**config.mk**
```make
export PLATFORM = sky130hd
export DESIGN_NAME = vip_bus_master
export DESIGN_NICKNAME = d
export VERILOG_FILES = /design/src/rtl/vip_pkg.sv /design/src/rtl/vip_bus_align.sv /design/src/rtl/vip_bus_master.sv
export SDC_FILE = /design/constraint.sdc
export NUM_CORES = 1
export LEC_CHECK = 0
export CORE_ASPECT_RATIO = 0.75
export CORE_MARGIN = 2
export CORE_UTILIZATION = 47
export CTS_BUF_LIST = sky130_fd_sc_hd__clkbuf_8
export CTS_CLUSTER_DIAMETER = 100
export DETAILED_ROUTE_END_ITERATION = 16
export GPL_ROUTABILITY_DRIVEN = 0
export HOLD_SLACK_MARGIN = 0.05
export MAX_ROUTING_LAYER = met4
export PLACE_DENSITY_LB_ADDON = 0.2
export REMOVE_ABC_BUFFERS = 1
export SLEW_MARGIN = 0
export SYNTH_ARGS = -nofsm -noshare
export SYNTH_HDL_FRONTEND = slang
export SYNTH_SLANG_ARGS = --single-unit
```
**constraint.sdc**
```tcl
create_clock -name clk_sys -period 2.7 [get_ports clk_sys]
set_input_delay 0.54 -clock clk_sys [delete_from_list [all_inputs] [get_ports clk_sys]]
set_output_delay 0.54 -clock clk_sys [all_outputs]
set_load 0.05 [all_outputs]
```
**src/rtl/vip_pkg.sv**
```systemverilog
`default_nettype none
// ============================================================================
//  Module      : vip_pkg
//  Description : Shared types and constants for the VIP bus master slice:
//                access-size encoding, bus-master FSM states and the default
//                watchdog limit.
//  Revision    : 1.0 - initial release
// ============================================================================
package vip_pkg;

   // Default number of cycles a transaction may take before the watchdog fires
   localparam int unsigned C_TIMEOUT_CYCLES = 64;

   // Access size as encoded on the command interface
   typedef enum logic [1:0] {
      SIZE_B   = 2'd0,
      SIZE_H   = 2'd1,
      SIZE_W   = 2'd2,
      SIZE_BAD = 2'd3
   } size_e;

   // Bus-master sequencing states
   typedef enum logic [1:0] {
      BM_IDLE = 2'd0,
      BM_ADDR = 2'd1,
      BM_RESP = 2'd2,
      BM_ERR  = 2'd3
   } bm_state_e;

endpackage : vip_pkg
`default_nettype wire

```
**src/rtl/vip_bus_align.sv**
```systemverilog
`default_nettype none
// ============================================================================
//  Module      : vip_bus_align
//  Description : Purely combinational lane logic for the bus master. The
//                encode side turns a command (size, byte offset, right-aligned
//                data) into byte enables, lane-replicated write data and a
//                misalignment flag. The extract side shifts returned read data
//                down by the byte offset and zero/sign-extends it.
//  Revision    : 1.0 - initial release
// ============================================================================
module vip_bus_align
   import vip_pkg::*;
(
   input  size_e       enc_size_i,
   input  logic [1:0]  enc_off_i,
   input  logic [31:0] enc_wdata_i,
   output logic [3:0]  be_o,
   output logic [31:0] wdata_o,
   output logic        misaligned_o,
   input  size_e       ext_size_i,
   input  logic [1:0]  ext_off_i,
   input  logic        ext_signed_i,
   input  logic [31:0] rdata_i,
   output logic [31:0] rdata_o
);

   logic [31:0] w_shifted;

   // Selected lanes move down to bit 0 before extension
   assign w_shifted = rdata_i >> {ext_off_i, 3'b000};

   // Byte enables, write-data replication and alignment check for a new command
   always_comb begin
      be_o         = 4'b0000;
      wdata_o      = enc_wdata_i;
      misaligned_o = 1'b0;
      case (enc_size_i)
         SIZE_B: begin
            be_o    = 4'b0001 << enc_off_i;
            wdata_o = {4{enc_wdata_i[7:0]}};
         end
         SIZE_H: begin
            be_o         = enc_off_i[1] ? 4'b1100 : 4'b0011;
            wdata_o      = {2{enc_wdata_i[15:0]}};
            misaligned_o = enc_off_i[0];
         end
         SIZE_W: begin
            be_o         = 4'b1111;
            misaligned_o = |enc_off_i;
         end
         default: begin
            misaligned_o = 1'b1;
         end
      endcase
   end

   // Zero- or sign-extension of the shifted read data
   always_comb begin
      rdata_o = w_shifted;
      case (ext_size_i)
         SIZE_B:  rdata_o = {{24{ext_signed_i & w_shifted[7]}},  w_shifted[7:0]};
         SIZE_H:  rdata_o = {{16{ext_signed_i & w_shifted[15]}}, w_shifted[15:0]};
         default: rdata_o = w_shifted;
      endcase
   end

endmodule : vip_bus_align
`default_nettype wire

```
**src/rtl/vip_bus_master.sv**
```systemverilog
`default_nettype none
// ============================================================================
//  Module      : vip_bus_master
//  Description : Bus initiator for the req/gnt/rvalid memory port. Accepts one
//                load/store command at a time, drives a protocol-correct bus
//                transaction and returns a single-cycle response carrying the
//                extracted load data or an error indication.
//  Options     : VIP_BUS_MASTER_TIMEOUT_EN - enables the transaction watchdog
//                (TIMEOUT_CYCLES / CNT_W). Without it rsp_timeout is tied low
//                and the block waits indefinitely for the responder.
//  Revision    : 1.0 - initial release
// ============================================================================
module vip_bus_master
   import vip_pkg::*;
#(
   parameter int unsigned TIMEOUT_CYCLES = C_TIMEOUT_CYCLES,
   parameter int unsigned CNT_W          = $clog2(TIMEOUT_CYCLES + 1)
) (
   input  logic        clk_sys,
   input  logic        rst_sys_n,
   // command side
   input  logic        cmd_valid,
   output logic        cmd_ready,
   input  logic        cmd_we,
   input  logic [1:0]  cmd_size,
   input  logic        cmd_signed,
   input  logic [31:0] cmd_addr,
   input  logic [31:0] cmd_wdata,
   // response side
   output logic        rsp_valid,
   output logic [31:0] rsp_rdata,
   output logic        rsp_misaligned,
   output logic        rsp_timeout,
   // memory bus
   output logic        data_req,
   output logic        data_we,
   output logic [3:0]  data_be,
   output logic [31:0] data_addr,
   output logic [31:0] data_wdata,
   input  logic        data_gnt,
   input  logic        data_rvalid,
   input  logic [31:0] data_rdata
);

   bm_state_e   state_q,  state_d;
   logic        cmd_ready_q, cmd_ready_d;
   logic        we_q,     we_d;
   size_e       size_q,   size_d;
   logic        signed_q, signed_d;
   logic [1:0]  off_q,    off_d;
   logic        req_q,    req_d;
   logic        dwe_q,    dwe_d;
   logic [3:0]  be_q,     be_d;
   logic [31:0] daddr_q,  daddr_d;
   logic [31:0] dwdata_q, dwdata_d;
   logic        rvld_q,   rvld_d;
   logic [31:0] rdata_q,  rdata_d;
   logic        rmis_q,   rmis_d;
   logic        rto_q,    rto_d;

   logic [3:0]  w_be;
   logic [31:0] w_wdata;
   logic        w_misaligned;
   logic [31:0] w_ext;
   logic        w_timeout_hit;

   vip_bus_align u_align (
      .enc_size_i   (size_e'(cmd_size)),
      .enc_off_i    (cmd_addr[1:0]),
      .enc_wdata_i  (cmd_wdata),
      .be_o         (w_be),
      .wdata_o      (w_wdata),
      .misaligned_o (w_misaligned),
      .ext_size_i   (size_q),
      .ext_off_i    (off_q),
      .ext_signed_i (signed_q),
      .rdata_i      (data_rdata),
      .rdata_o      (w_ext)
   );

`ifdef VIP_BUS_MASTER_TIMEOUT_EN
   logic [CNT_W-1:0] cnt_q, cnt_d;

   // The limit is reached in the last permitted cycle of ADDR/RESP
   assign w_timeout_hit = (cnt_q == CNT_W'(TIMEOUT_CYCLES - 1));

   // Watchdog count: restart on bus issue, advance while the bus is busy
   always_comb begin
      cnt_d = cnt_q;
      if (state_q == BM_IDLE && state_d == BM_ADDR) begin
         cnt_d = '0;
      end else if (state_q == BM_ADDR || state_q == BM_RESP) begin
         cnt_d = cnt_q + CNT_W'(1);
      end
   end

   // Watchdog counter register
   always_ff @(posedge clk_sys or negedge rst_sys_n) begin
      if (!rst_sys_n) begin
         cnt_q <= '0;
      end else begin
         cnt_q <= cnt_d;
      end
   end
`else
   logic w_unused_cfg;

   assign w_timeout_hit = 1'b0;
   assign w_unused_cfg  = ^{TIMEOUT_CYCLES, CNT_W};
`endif

   // Next-state, bus fields and response generation
   always_comb begin
      state_d  = state_q;
      we_d     = we_q;
      size_d   = size_q;
      signed_d = signed_q;
      off_d    = off_q;
      req_d    = req_q;
      dwe_d    = dwe_q;
      be_d     = be_q;
      daddr_d  = daddr_q;
      dwdata_d = dwdata_q;
      rvld_d   = 1'b0;
      rdata_d  = '0;
      rmis_d   = 1'b0;
      rto_d    = 1'b0;

      case (state_q)
         BM_IDLE: begin
            if (cmd_valid && cmd_ready_q) begin
               we_d     = cmd_we;
               size_d   = size_e'(cmd_size);
               signed_d = cmd_signed;
               off_d    = cmd_addr[1:0];
               if (w_misaligned) begin
                  state_d = BM_ERR;
                  rvld_d  = 1'b1;
                  rmis_d  = 1'b1;
               end else begin
                  state_d  = BM_ADDR;
                  req_d    = 1'b1;
                  dwe_d    = cmd_we;
                  be_d     = w_be;
                  daddr_d  = {cmd_addr[31:2], 2'b00};
                  dwdata_d = w_wdata;
               end
            end
         end
         BM_ADDR: begin
            if (data_gnt && data_rvalid) begin
               state_d = BM_IDLE;
               req_d   = 1'b0;
               rvld_d  = 1'b1;
               rdata_d = we_q ? '0 : w_ext;
            end else if (w_timeout_hit) begin
               state_d = BM_IDLE;
               req_d   = 1'b0;
               rvld_d  = 1'b1;
               rto_d   = 1'b1;
            end else if (data_gnt) begin
               state_d = BM_RESP;
               req_d   = 1'b0;
            end
         end
         BM_RESP: begin
            if (data_rvalid) begin
               state_d = BM_IDLE;
               rvld_d  = 1'b1;
               rdata_d = we_q ? '0 : w_ext;
            end else if (w_timeout_hit) begin
               state_d = BM_IDLE;
               rvld_d  = 1'b1;
               rto_d   = 1'b1;
            end
         end
         BM_ERR: begin
            state_d = BM_IDLE;
         end
         default: begin
            state_d = BM_IDLE;
         end
      endcase

      // Ready tracks the state being entered so it rises with rsp_valid
      cmd_ready_d = (state_d == BM_IDLE);
   end

   // State and output registers; everything clears on reset
   always_ff @(posedge clk_sys or negedge rst_sys_n) begin
      if (!rst_sys_n) begin
         state_q     <= BM_IDLE;
         cmd_ready_q <= 1'b0;
         we_q        <= 1'b0;
         size_q      <= SIZE_B;
         signed_q    <= 1'b0;
         off_q       <= 2'b00;
         req_q       <= 1'b0;
         dwe_q       <= 1'b0;
         be_q        <= 4'b0000;
         daddr_q     <= '0;
         dwdata_q    <= '0;
         rvld_q      <= 1'b0;
         rdata_q     <= '0;
         rmis_q      <= 1'b0;
         rto_q       <= 1'b0;
      end else begin
         state_q     <= state_d;
         cmd_ready_q <= cmd_ready_d;
         we_q        <= we_d;
         size_q      <= size_d;
         signed_q    <= signed_d;
         off_q       <= off_d;
         req_q       <= req_d;
         dwe_q       <= dwe_d;
         be_q        <= be_d;
         daddr_q     <= daddr_d;
         dwdata_q    <= dwdata_d;
         rvld_q      <= rvld_d;
         rdata_q     <= rdata_d;
         rmis_q      <= rmis_d;
         rto_q       <= rto_d;
      end
   end

   assign cmd_ready      = cmd_ready_q;
   assign rsp_valid      = rvld_q;
   assign rsp_rdata      = rdata_q;
   assign rsp_misaligned = rmis_q;
   assign rsp_timeout    = rto_q;
   assign data_req       = req_q;
   assign data_we        = dwe_q;
   assign data_be        = be_q;
   assign data_addr      = daddr_q;
   assign data_wdata     = dwdata_q;

endmodule : vip_bus_master
`default_nettype wire

```
==> results.toml <==
[status]
status = "completed"

[die]
core_area_um2 = 10330
initial_utilization_pct = 48.50
row_count = 32
dieArea_um2 = 11510
ioPinCount = 211
die-height_um = 93.41
die_w_um = 123.2

[drt]
wl_um = 13380
drt_iter0_markers = 218
first_pass_iters = 5
antenna_left = 0
drc = 0
num_vias = 4064
via_per_inst = 5.251
wl_per_cell_um = 17.29

[pwr]
combPwrFrac_pct = 57.4
vdd_drop_max_uv = 653.8
powerDensity_nw_per_um2 = 1144
power.share.switching_pct = 48.24
p_int_mw = 4.381
switchingPower_mw = 4.082
clkPwrFrac_pct = 11.1
seq_power_share_pct = 31.5
p_leak_nw = 3.282

[logic_synthesis]
ys_ff_latch = 111
yosysUniqueCellTypes = 45
synth-warning-count = 0
async_flop_share_pct = 100.0
ys_seq_area_share_pct = 55.44
synth_ff_type = "dfrtp_1"
synth-edff-count = 0
syn_area_um2 = 5010
syn_inst = 434
syn_area_per_cell_um2 = 11.54

[setup_path]
cpMaxStageDelayCell = "clkdlybuf4s50_1"
endpoint_kind = "primary output"
crit_buf_inv = 1
ff2ff_setup_slack_ns = 0.73
worstPathMaxFanout = 6
worstPathArrival_ns = 1.64
required_ns = 2.16
cp-start-kind = "register"
critPathTopFamily = "buffers and inverters"
path_cells = "clkdlybuf4s50_1"
cpPeakStageDelay_ns = 0.84
crit_type = "reg2out"

[sta]
rsz0062_at_grt = "no"
setup_violations = 0
hold_violations = 0
fin_crit_sh_pct = 80.81
clock.fmax_mhz = 458.3
slew_headroom_pct = 58.98
setup_slack_ns = 0.5182
min_period_ns = 2.182
skew_ns = 0.01586
tightest_slew_ns = 0.6153
slew_viol_final = 0

[placed_design]
dp_hpwl_um = 9858
portBuffers = 207
post_dp_cell_area_um2 = 7217
pre_cts_slack_ns = 0.2568

[cts]
clkSlewWorstSetupHoldPaths_ns = 0.11
hold_buffers = 0
ctsLongestPathBuffers = 2
htreeDepth = 3
cts.repair.resized = 0
clock_latency_ns = 0.38
numCtsBuffers = 9
cts.sinks = 111
tritoncts = "yes"
post_cts_buffers = 0
cts_root_buf = "clkbuf_8"

[global_route]
grt_pass1_vias = 4038
antenna_found_initial = 0
grt_overflow = 0
grt_usage_pct = 24.07
grt_pass1_wl_um = 20810
grt_max_degree = 90

[finish]
diodes = 0
final_common_cell = "clkdlybuf4s50_1"
mostFrequentLayoutCells = "clkdlybuf4s50_1 (206), dfrtp_1 (111), o21ai_0 (45)"
area_delta_synth_final_pct = 47.63
final_area_um2 = 7396
layout-drive-gt1-share_pct = 11.13
multi_input_area_um2 = 2088
nNetsFinal = 744
fillers = 754
regArea_um2 = 2778

[hold_path]
hp-class = "in2async"

[flow_run]
max-cap-violations = 0
cell type report:
cell class	count	share of cell area, %
inverters	5	0.2538
repair buffers	216	29.23
clock buffers	9	1.675
well taps	136	2.301
multi-input cells	291	28.24
clock inverters	6	0.7444
flip-flops and latches	111	37.56
power by group through the flow:
stage          logic, mW  registers, mW  clock network (mW)
6_report            4.86           2.66               0.938
5_1_grt             5.13           2.74                1.04
4_1_cts             4.88           2.66               0.964
3_5_place_dp        4.87           2.69                   0
3_3_place_gp        4.77           2.66                   0
2_1_floorplan       1.14           4.66                   0
registers in the layout, summed over array words and instances (netlist names):
signal and flops:
cmd_ready 1, data_addr 30, data_be 4, data_req 1, data_wdata 32, data_we 1, off_q 2, rsp_misaligned 1
rsp_rdata 32, rsp_valid 1, signed_q 1, size_q 2, state_q 2, we_q 1
per-layer routing:
metal  global-route usage, %  vias up  wire length [um]
li1                        -     1919                 -
met1                   30.67     1958              5616
met2                   38.55      163              6669
met3                   5.549       24               828
met4                   7.292        0               267
met5                       -        -                 0
cells by family (layout without fill, tap and decap cells):
| kind of cell | Yosys count | after routing | synth area share, % |
|---|---|---|---|
| AO/OA/AOI/OAI | 102 | 102 | 12.54 |
| XOR/XNOR | 2 | 2 | 0.3497 |
| adder cells (fa/ha/maj) | 5 | 5 | 1.249 |
| buffers and inverters | 34 | 236 | 3.172 |
| flip-flops | 111 | 111 | 55.44 |
| multiplexers | 86 | 86 | 18.28 |
| other | 1 | 3 | 0.07485 |
| AND/OR/NAND/NOR | 93 | 93 | 8.892 |
Yosys cell counts, drive strengths merged (2+ instances only):
master / n / share of area [%]
nand2b: 3 / 0.37
ha: 5 / 1.2
clkbuf: 12 / 0.92
nand2: 36 / 2.7
nor2: 23 / 1.8
mux2i: 42 / 8.4
dfrtp: 111 / 55
o21ai: 46 / 4.7
nand3: 3 / 0.30
inv: 5 / 0.37
a21o: 9 / 1.3
or3: 2 / 0.35
and2: 7 / 0.87
nor2b: 11 / 1.4
mux2: 44 / 9.9
a21oi: 22 / 2.2
a31oi: 2 / 0.25
nor4: 2 / 0.25
a211oi: 14 / 2.1
a32oi: 2 / 0.35
buf: 17 / 1.9
worst paths after layout:
kind	startpoint	to	cells past startpoint
max in group asynchronous	rst_sys_n	state_q[0]	2
worst min register to register	data_wdata[22]	data_wdata[22]	2
worst max register to register	state_q[0]	data_addr[4]	6
worst min-delay path	rst_sys_n	data_addr[9]	1
worst max-delay path	cmd_ready	cmd_ready	1
min in group clk_sys	data_wdata[22]	data_wdata[22]	2
metrics by stage:
| stage | utilization (%) | TNS (ns) | hold WS (ns) | power [mW] | cells |
|---|---|---|---|---|---|
| finish | 71.60 | 0 | 0.1530 | 8.463 | 774 |
| global route | 71.60 | 0 | 0.1800 | 8.907 | 774 |
| CTS | 71.60 | 0 | 0.1673 | 8.512 | 774 |
| detailed placement | 69.86 | 0 | 0.4723 | 7.565 | 759 |
| global placement | 69.86 | 0 | 0.4622 | 7.433 | 759 |
| floorplan | - | -19.17 | 0.2444 | 5.800 | 407 |
(Power assumes the default switching activity.)
